<file path="src/rtl/sitcp_tx_arbiter.sv">
// -----------------------------------------------------------------------------
// sitcp_tx_arbiter
//
// Shares the SiTCP TCP transmit FIFO write port between N_SRC byte-stream
// requesters. Ownership is round-robin and frame-granular: a granted source
// keeps the port until it hands over a byte qualified by its LAST flag. If the
// connection drops (or a close is requested) mid-frame, the rest of that frame
// is accepted and discarded (DRAIN). A close request seen while idle is
// acknowledged with a CLOSE_REQ/CLOSE_ACK handshake.
//
// Optional feature, macro SITCP_TX_ARB_HEADER_EN: inserts an HDR state that
// writes one tag byte {4'hA, owner[3:0]} ahead of every frame.
//
// Ports:
//   clk_i            system clock (SiTCP core domain)
//   rstn_i           synchronous reset, active low
//   sitcp_rst_i      SiTCP soft reset, same effect as rstn_i = 0
//   main_open_ack_i  TCP connection established
//   close_req_i      close request from the core
//   close_ack_o      close acknowledge to the core (registered)
//   tx_full_i        core TX FIFO almost full
//   tx_wr_o          TX FIFO write enable (one pulse per byte)
//   tx_data_o        TX FIFO write data
//   src_valid_i      per-source byte valid
//   src_data_i       per-source byte, source i on [8i+7:8i]
//   src_last_i       per-source last-byte-of-frame flag
//   src_ready_o      per-source byte accepted (combinational, never from valid)
//   grant_o          one-hot current owner, zero when none
//   active_o         frame in progress (HDR, XFER or DRAIN)
//   drop_cnt_o       bytes discarded in DRAIN, saturating
// -----------------------------------------------------------------------------
module sitcp_tx_arbiter #(
  parameter int N_SRC = 4,
  parameter int PTR_W = 2
) (
  input  logic               clk_i,
  input  logic               rstn_i,
  input  logic               sitcp_rst_i,
  input  logic               main_open_ack_i,
  input  logic               close_req_i,
  output logic               close_ack_o,
  input  logic               tx_full_i,
  output logic               tx_wr_o,
  output logic [7:0]         tx_data_o,
  input  logic [N_SRC-1:0]   src_valid_i,
  input  logic [8*N_SRC-1:0] src_data_i,
  input  logic [N_SRC-1:0]   src_last_i,
  output logic [N_SRC-1:0]   src_ready_o,
  output logic [N_SRC-1:0]   grant_o,
  output logic               active_o,
  output logic [15:0]        drop_cnt_o
);

  typedef enum logic [2:0] {
    ST_IDLE,
    ST_HDR,
    ST_XFER,
    ST_DRAIN,
    ST_CLOSING
  } state_e;

  state_e             state_q;
  logic [PTR_W-1:0]   ptr_q;
  logic [PTR_W-1:0]   gidx_q;
  logic [N_SRC-1:0]   grant_q;
  logic               tx_wr_q;
  logic [7:0]         tx_data_q;
  logic               close_ack_q;
  logic [15:0]        drop_cnt_q;

  logic               rst_req;
  logic               pick_vld;
  logic [PTR_W-1:0]   pick_idx;
  logic [PTR_W-1:0]   cand;
  logic [PTR_W-1:0]   ptr_d;
  logic [15:0]        drop_cnt_d;
  logic [N_SRC-1:0]   src_ready;
  logic               cur_valid;
  logic               cur_last;
  logic [7:0]         cur_data;
  logic               fire;
  logic               abort;

  // Either reset source has identical effect.
  assign rst_req = !rstn_i || sitcp_rst_i;

  // Round-robin search starting at ptr_q: first valid index wins.
  // NOTE: every signal assigned in always_comb gets a default at the top so
  // no path leaves it unassigned, which would otherwise infer a latch.
  always_comb begin
    pick_vld = 1'b0;
    pick_idx = '0;
    cand     = '0;
    for (int i = 0; i < N_SRC; i++) begin
      cand = PTR_W'((int'(ptr_q) + i) % N_SRC);
      if (!pick_vld && src_valid_i[cand]) begin
        pick_vld = 1'b1;
        pick_idx = cand;
      end
    end
  end

  assign ptr_d      = (pick_idx == PTR_W'(N_SRC - 1)) ? '0 : pick_idx + PTR_W'(1);
  assign drop_cnt_d = (drop_cnt_q == 16'hFFFF) ? drop_cnt_q : drop_cnt_q + 16'd1;

  // Ready depends only on registered state, the owner and TX_FULL. It is held
  // low while a reset is being applied so no byte is lost into a reset edge.
  always_comb begin
    src_ready = '0;
    if (!rst_req) begin
      unique case (state_q)
        ST_XFER:  src_ready[gidx_q] = !tx_full_i;
        ST_DRAIN: src_ready[gidx_q] = 1'b1;
        default:  src_ready = '0;
      endcase
    end
  end

  assign cur_valid = src_valid_i[gidx_q];
  assign cur_last  = src_last_i[gidx_q];
  assign cur_data  = src_data_i[{gidx_q, 3'b000} +: 8];
  assign fire      = cur_valid && src_ready[gidx_q];
  assign abort     = !main_open_ack_i || close_req_i;

`ifdef SITCP_TX_ARB_HEADER_EN
  logic [3:0] tag_idx;
  assign tag_idx = 4'(gidx_q);
`endif

  // NOTE: sequential state uses non-blocking assignments only, so every
  // register samples the pre-edge value of the others.
  always_ff @(posedge clk_i) begin
    if (rst_req) begin
      state_q     <= ST_IDLE;
      ptr_q       <= '0;
      gidx_q      <= '0;
      grant_q     <= '0;
      tx_wr_q     <= 1'b0;
      tx_data_q   <= 8'h00;
      close_ack_q <= 1'b0;
      drop_cnt_q  <= 16'h0000;
    end else begin
      tx_wr_q <= 1'b0;
      unique case (state_q)
        ST_IDLE: begin
          // Close outranks new grants.
          if (close_req_i) begin
            state_q     <= ST_CLOSING;
            close_ack_q <= 1'b1;
          end else if (main_open_ack_i && pick_vld) begin
            gidx_q  <= pick_idx;
            grant_q <= {{(N_SRC-1){1'b0}}, 1'b1} << pick_idx;
            ptr_q   <= ptr_d;
`ifdef SITCP_TX_ARB_HEADER_EN
            state_q <= ST_HDR;
`else
            state_q <= ST_XFER;
`endif
          end
        end
`ifdef SITCP_TX_ARB_HEADER_EN
        ST_HDR: begin
          if (abort) begin
            state_q <= ST_DRAIN;
          end else if (!tx_full_i) begin
            tx_wr_q   <= 1'b1;
            tx_data_q <= {4'hA, tag_idx};
            state_q   <= ST_XFER;
          end
        end
`endif
        ST_XFER: begin
          // A byte accepted on the abort edge is still written.
          if (fire) begin
            tx_wr_q   <= 1'b1;
            tx_data_q <= cur_data;
          end
          // A completed frame returns to IDLE even if abort is seen on the
          // same edge; there is nothing left to drain.
          if (fire && cur_last) begin
            state_q <= ST_IDLE;
            grant_q <= '0;
          end else if (abort) begin
            state_q <= ST_DRAIN;
          end
        end
        ST_DRAIN: begin
          if (fire) begin
            drop_cnt_q <= drop_cnt_d;
            if (cur_last) begin
              state_q <= ST_IDLE;
              grant_q <= '0;
            end
          end
        end
        ST_CLOSING: begin
          close_ack_q <= close_req_i;
          if (!close_req_i) state_q <= ST_IDLE;
        end
        default: state_q <= ST_IDLE;
      endcase
    end
  end

  assign src_ready_o = src_ready;
  assign grant_o     = grant_q;
  assign tx_wr_o     = tx_wr_q;
  assign tx_data_o   = tx_data_q;
  assign close_ack_o = close_ack_q;
  assign drop_cnt_o  = drop_cnt_q;
  assign active_o    = state_q inside {ST_HDR, ST_XFER, ST_DRAIN};

endmodule

</file>
<file path="config.mk">
export PLATFORM = sky130hd
export DESIGN_NAME = sitcp_tx_arbiter
export DESIGN_NICKNAME = d
export VERILOG_FILES = /design/src/rtl/sitcp_tx_arbiter.sv
export SDC_FILE = /design/constraint.sdc
export NUM_CORES = 1
export LEC_CHECK = 0
export ABC_AREA = 1
export BUFFER_PORTS_ARGS = -buffer_cell sky130_fd_sc_hd__buf_2
export CAP_MARGIN = 10
export CORE_MARGIN = 4
export CORE_UTILIZATION = 52
export CTS_BUF_LIST = sky130_fd_sc_hd__clkbuf_2 sky130_fd_sc_hd__clkbuf_4 sky130_fd_sc_hd__clkbuf_8
export CTS_CLUSTER_DIAMETER = 120
export CTS_CLUSTER_SIZE = 14
export DETAILED_ROUTE_END_ITERATION = 8
export PLACE_DENSITY_LB_ADDON = 0.2
export SYNTH_ARGS = -nofsm -noshare
export SYNTH_HDL_FRONTEND = slang
export SYNTH_SLANG_ARGS = --single-unit
</file>
<file path="constraint.sdc">
create_clock -name clk_i -period 2.41 [get_ports clk_i]
set_clock_uncertainty 0.15 [all_clocks]
set_input_delay 0.3615 -clock clk_i [delete_from_list [all_inputs] [get_ports clk_i]]
set_output_delay 0.3615 -clock clk_i [all_outputs]
set_load 0.02 [all_outputs]
</file>
# Word-level counts from Yosys, hierarchy flattened
# Index checks and enable logic that the tools add are counted.
[totals]
regBits = 37
in_bits = 46
output_inout_bits = 35
elab_cells = 110
[classes]
n_addsub = 5
order_cmp = 6
n_eq_ne = 15
shift = 2
mux = 44
bitwise_logic = 4
reduce_logical = 26
[op_table]
columns = ["op", "n"]
rows = [
  ["$shiftx A32 B6 Y8", 1],
  ["$mux W4", 6],
  ["$mux W3", 7],
  ["$add A16 B1 Y16 const B", 1],
  ["$eq A16 B16 Y1 const B", 1],
  ["$lt A2 B3 Y1 const B", 5],
  ["$bmux W1 S2", 7],
  ["$mux W1", 14],
  ["$ne A2 B2 Y1 const B", 7],
  ["$pmux W3 S4", 1],
  ["$pmux W4 S3", 1],
  ["$mux W2", 5],
  ["$pmux W4 S2", 1],
  ["$logic_and A1 B1 Y1", 7],
  ["$eq A3 B2 Y1 const B", 2],
  ["$logic_not A1 Y1", 6],
  ["$ne A3 B3 Y1 const B", 2],
  ["$reduce_and A3 Y1", 2],
  ["$reduce_and A6 Y1", 1],
  ["$reduce_bool A3 Y1", 2],
  ["$reduce_and A5 Y1", 1],
  ["$add A2 B1 Y2 const B", 2],
  ["$add A2 B2 Y2 const B", 2],
  ["$and A4 B4 Y4", 1],
  ["other kinds (13)", 17],
]

# Depth between registers and ports, before layout
[logic_depth]
depth_word = 16
ltp_mapped = 15
ltp_nobuf = 14

# Least setup slack after synthesis
# OpenSTA, ideal clock, no wires.
[synth_timing]
path_kind = "register -> output"
startpoint = "reg gidx_q[0]"
endpoint = "out src_ready_o[0]"
arrival_ps = 1298
required_time_ps = 1899
slack_ps = 600
stages_incl_launch_ff = 5
n_path_buf = 3
path_cell_list = "dfxtp_1 -> buf_2 -> buf_2 -> clkbuf_1 -> nor3_1"
[synth_between]
elab_chain_cells = 7
word_cells_on_any_way = 8
classes_between = "order compare: 2; mux: 4; bitwise: 1; reduce/logical: 1"
[synth_rtl]
columns = ["item", "line", "text"]
rows = [
  ["from (decl)", "64", "logic [PTR_W-1:0] gidx_q;"],
  ["from (signal assigned)", "151", "gidx_q <= pick_idx;"],
  ["$lt A2 B3 Y1 (implied by the code) / $ge A2 B1 Y1 (equally long branches)", "112, 113", ""],
  ["$logic_and A1 B1 Y1 (implied by the code)", "112, 113", ""],
  ["$mux W1 (implied by the code)", "112, 113", ""],
  ["$demux W1 S2 (*)", "112, 113", ""],
  ["$and A4 B4 Y4 (no source line)", "-", ""],
  ["$pmux W4 S2 (*)", "111", "unique case (state_q)"],
  ["$mux W4 (*)", "110", "if (!rst_req) begin"],
  ["to (decl)", "48", "output logic [N_SRC-1:0] src_ready_o,"],
]
# Every way passes the cells marked *; elsewhere a longest branch is shown, timed or not.

# Final worst setup path
[layout_timing]
startpoint = "reg ptr_q[0]"
endpoint = "reg ptr_q[0]"
[layout_between]
elab_chain_cells = 14
word_cells_on_any_way = 30
classes_between = "add/sub: 4; eq/ne: 1; mux: 17; reduce/logical: 8"
[layout_rtl]
columns = ["item", "line", "text"]
rows = [
  ["from (decl)", "63", "logic [PTR_W-1:0] ptr_q;"],
  ["from (signal assigned)", "153", "ptr_q <= ptr_d;"],
  ["parallel branches: the longest is 11 deep, another holds $add A2 B1 Y2", "-", ""],
  ["$mux W2 (*)", "96", "if (!pick_vld && src_valid_i[cand]) begin"],
  ["via pick_idx[0]", "73", "logic [PTR_W-1:0] pick_idx;"],
  ["$add A2 B1 Y2 / $eq A2 B2 Y1 (equally long branches)", "103", "assign ptr_d = (pick_idx == PTR_W'(N_SRC - 1)) ? '0 : pick_idx + PTR_W'(1);"],
  ["$mux W2 (*)", "103", ""],
]
# Mark *: on every way through the listed nets, which the timed path passes. The select of a mux whose other input is x is not followed.
# A chain may end at the register's enable or synchronous reset.

==> flow_summary.ini <==
[worst_setup_path]
reg2reg_from = ptr_q[0]
cp_top_family = simple AND/OR/NAND/NOR gates
path_depth = 14
startpoint_type = flop
critPathCaptureType = flop
worstPathCellList = inv_4, nand2_1, nand2_1, nand2_1, nand2_2, nor2_2, nand3_1, nand2_1, nand2_1, inv_1, ha_1, nor2_1, nand2_1, a21oi_1
worst-path-buf-inv = 2
cp.arrival_ps = 2050
r2r_setup_slack_ps = 370
crit_type = reg2reg
required_ps = 2420
slowest_stage = dfxtp_2
cp_common_cell = nand2_1
r2r-end = ptr_q[0]
crit_path_max_fanout = 10
critPathMaxStageDelay_ps = 440
reg2reg_depth = 14

[clocking]
cts_max_level = 2
cts-root-buf = clkbuf_8
cts_tree = yes
cts_sinks = 37
path_clk_slew_ps = 70
ctsLongestPathBuffers = 2
post-cts-setup-buffers = 0
worstSkewPairLatency_ps = 300
cts_buffers = 5

[route]
ant_nets = 0
drc = 0
vias_per_cell = 5.23
wl_per_cell_um = 11.9
postRouteWirelength_um = 6130
firstDrtPassIters = 4
vias = 2694
drt-initial-drc-count = 285

[global_route]
grt_max_degree = 23
antenna_found_initial = 0
grt_pass1_wl_um = 9860
grt_pass1_vias = 2323
grt_usage_pct = 22.1
grt_overflow = 0

[power]
power.share.clock_pct = 43.2
leakagePower_nw = 1.42
p_per_area_nw_per_um2 = 520
p_seq_share_pct = 41.2
internal_power_mw = 1.12
finalPower_mw = 1.52
power_frac_comb_pct = 15.5
p_switching_uw = 399
ir_drop_mv = 0.314
sw_frac_of_total_pct = 26.2

[timing]
setup_slack_ps = 369
min_period_ps = 2040
slew_headroom_pct = 65.9
fmax_mhz = 490
setup-tns-final_ps = 0
worst_pin_slew_ps = 510
post-route-period-util_pct = 84.7
fin_hold_ws_ps = 247
setup_viol = 0
final_max_slew_viol_count = 0
finalHoldViolations = 0
rsz0062_at_grt = no

[logic_synthesis]
syn_inst = 385
syn_area_per_cell_um2 = 6.16
synthArstFlopShare_pct = 0
yosys_warnings = 0
synth_flop_cell = dfxtp_1
synth-edff-count = 0
ys_top_cells_by_count = nand2_1 (114), nor2_1 (43), nand3_1 (38)
synth_most_common_cell = nand2_1
synth_top_area_share_pct = 31.2
synth_area_leaders = dfxtp_1 (31%), nand2_1 (18%), nand3_1 (8.0%)
synth_area_leader_cell = dfxtp_1
syn_nets = 436
yosysSeqAreaShare_pct = 31.2
syn_area_um2 = 2370
ys_types = 27
synth_seq_cells = 37

[floorplan]
rows = 24
die_h_um = 75.5
ioPinCount = 81
start_util_pct = 54.1
core_area_um2 = 4380
fp.dieW_um = 75.5
dieArea_um2 = 5700

[worst_hold_path]
hp-class = in2reg
holdPathEnd = state_q[2]
hold_depth = 3
min_from = close_req_i

[place]
dp_hpwl_um = 4620
placed_area_um2 = 2790
placement.io_buffers = 80
dp_slack_ps = 277
gp_congestion = 0.864

[job]
drv_cap = 0

[finish]
n_fill_cell = 401
area_delta_synth_final_pct = 23.5
layout.nets = 513
diodes = 0
drive_gt1_share_pct = 25.5
final_area_um2 = 2930

[status]
outcome = complete, no violations
==> worst max-delay path by stage <==
stage | from | slack, ps | end
detailed placement | ptr_q[0] | 280 | ptr_q[0]
CTS | ptr_q[0] | 250 | ptr_q[0]
finish | ptr_q[0] | 370 | ptr_q[0]
global placement | ptr_q[0] | 360 | ptr_q[0]
floorplan | gidx_q[0] | 600 | src_ready_o[0]
global route | ptr_q[0] | 100 | ptr_q[0]
==> per-stage QoR <==
stage / instances / util (%)
2_1_floorplan: 385 / -
3_3_place_gp: 507 / 63.6
3_5_place_dp: 507 / 63.6
4_1_cts: 515 / 66.8
5_1_grt: 515 / 66.8
6_report: 515 / 66.8
==> flip-flops by register name (all words and copies together) (netlist names) <==
register,flops
gidx_q,2
state_q,3
ptr_q,2
tx_data_o,8
grant_o,4
close_ack_o,1
drop_cnt_o,16
tx_wr_o,1
==> area by class of cell <==
cell class                 count  area, um^2  area share [%]
timing repair buffer          83         423            14.4
tap                           52        65.1            2.22
multi-input combinational    294        1400            47.9
inverter                      41         158            5.38
sequential                    37         742            25.3
clock inverter                 3        68.8            2.35
clock buffer                   5        68.8            2.35
==> kinds of logic after synthesis <==
logic type / count (synthesis) / synth area share (%)
buf+inv: 54 / 9.55
flops: 37 / 31.2
fa+ha+maj: 5 / 2.64
compound gates: 43 / 9.39
xor+xnor: 6 / 2.22
simple gates: 240 / 45.0
==> metal layers <==
metal  track usage, %  share of wire, %  vias up
met2             35.3                46      114
met4             7.77               2.2        0
li1                 -                 -     1400
met3             6.86               9.0       18
met1             28.3                43     1162
met5                0                 0        -
==> cells in the final DEF, fill, tap and decap left out, drive strengths merged, types with 3 or more instances in the layout <==
cell	count
nor2	49
nand3	42
buf	83
ha	5
xor2	3
a21oi	24
nor3	16
nand2	119
nand4	12
xnor2	3
dfxtp	37
o21ai	17
clkbuf	5
inv	41
==> power groups by stage <==
stage               clock network [mW]  registers (mW)  logic [mW]
detailed placement                   0           0.642       0.235
CTS                              0.665           0.628       0.237
global placement                     0           0.642       0.230
finish                           0.659           0.628       0.236
floorplan                            0           0.643       0.157
global route                     0.696           0.629       0.268
==> timing repair <==
action | in CTS | in global routing
hold buffers | 0 | 0
setup endpoints to repair | 0 | 1
gates resized for setup | 0 | 1
==> worst min-delay path: stages <==
cell and delay [ps]:
buf_2 130, nand2_1 110, nor2_1 50
Note: power is estimated with default switching activity, not from simulation.
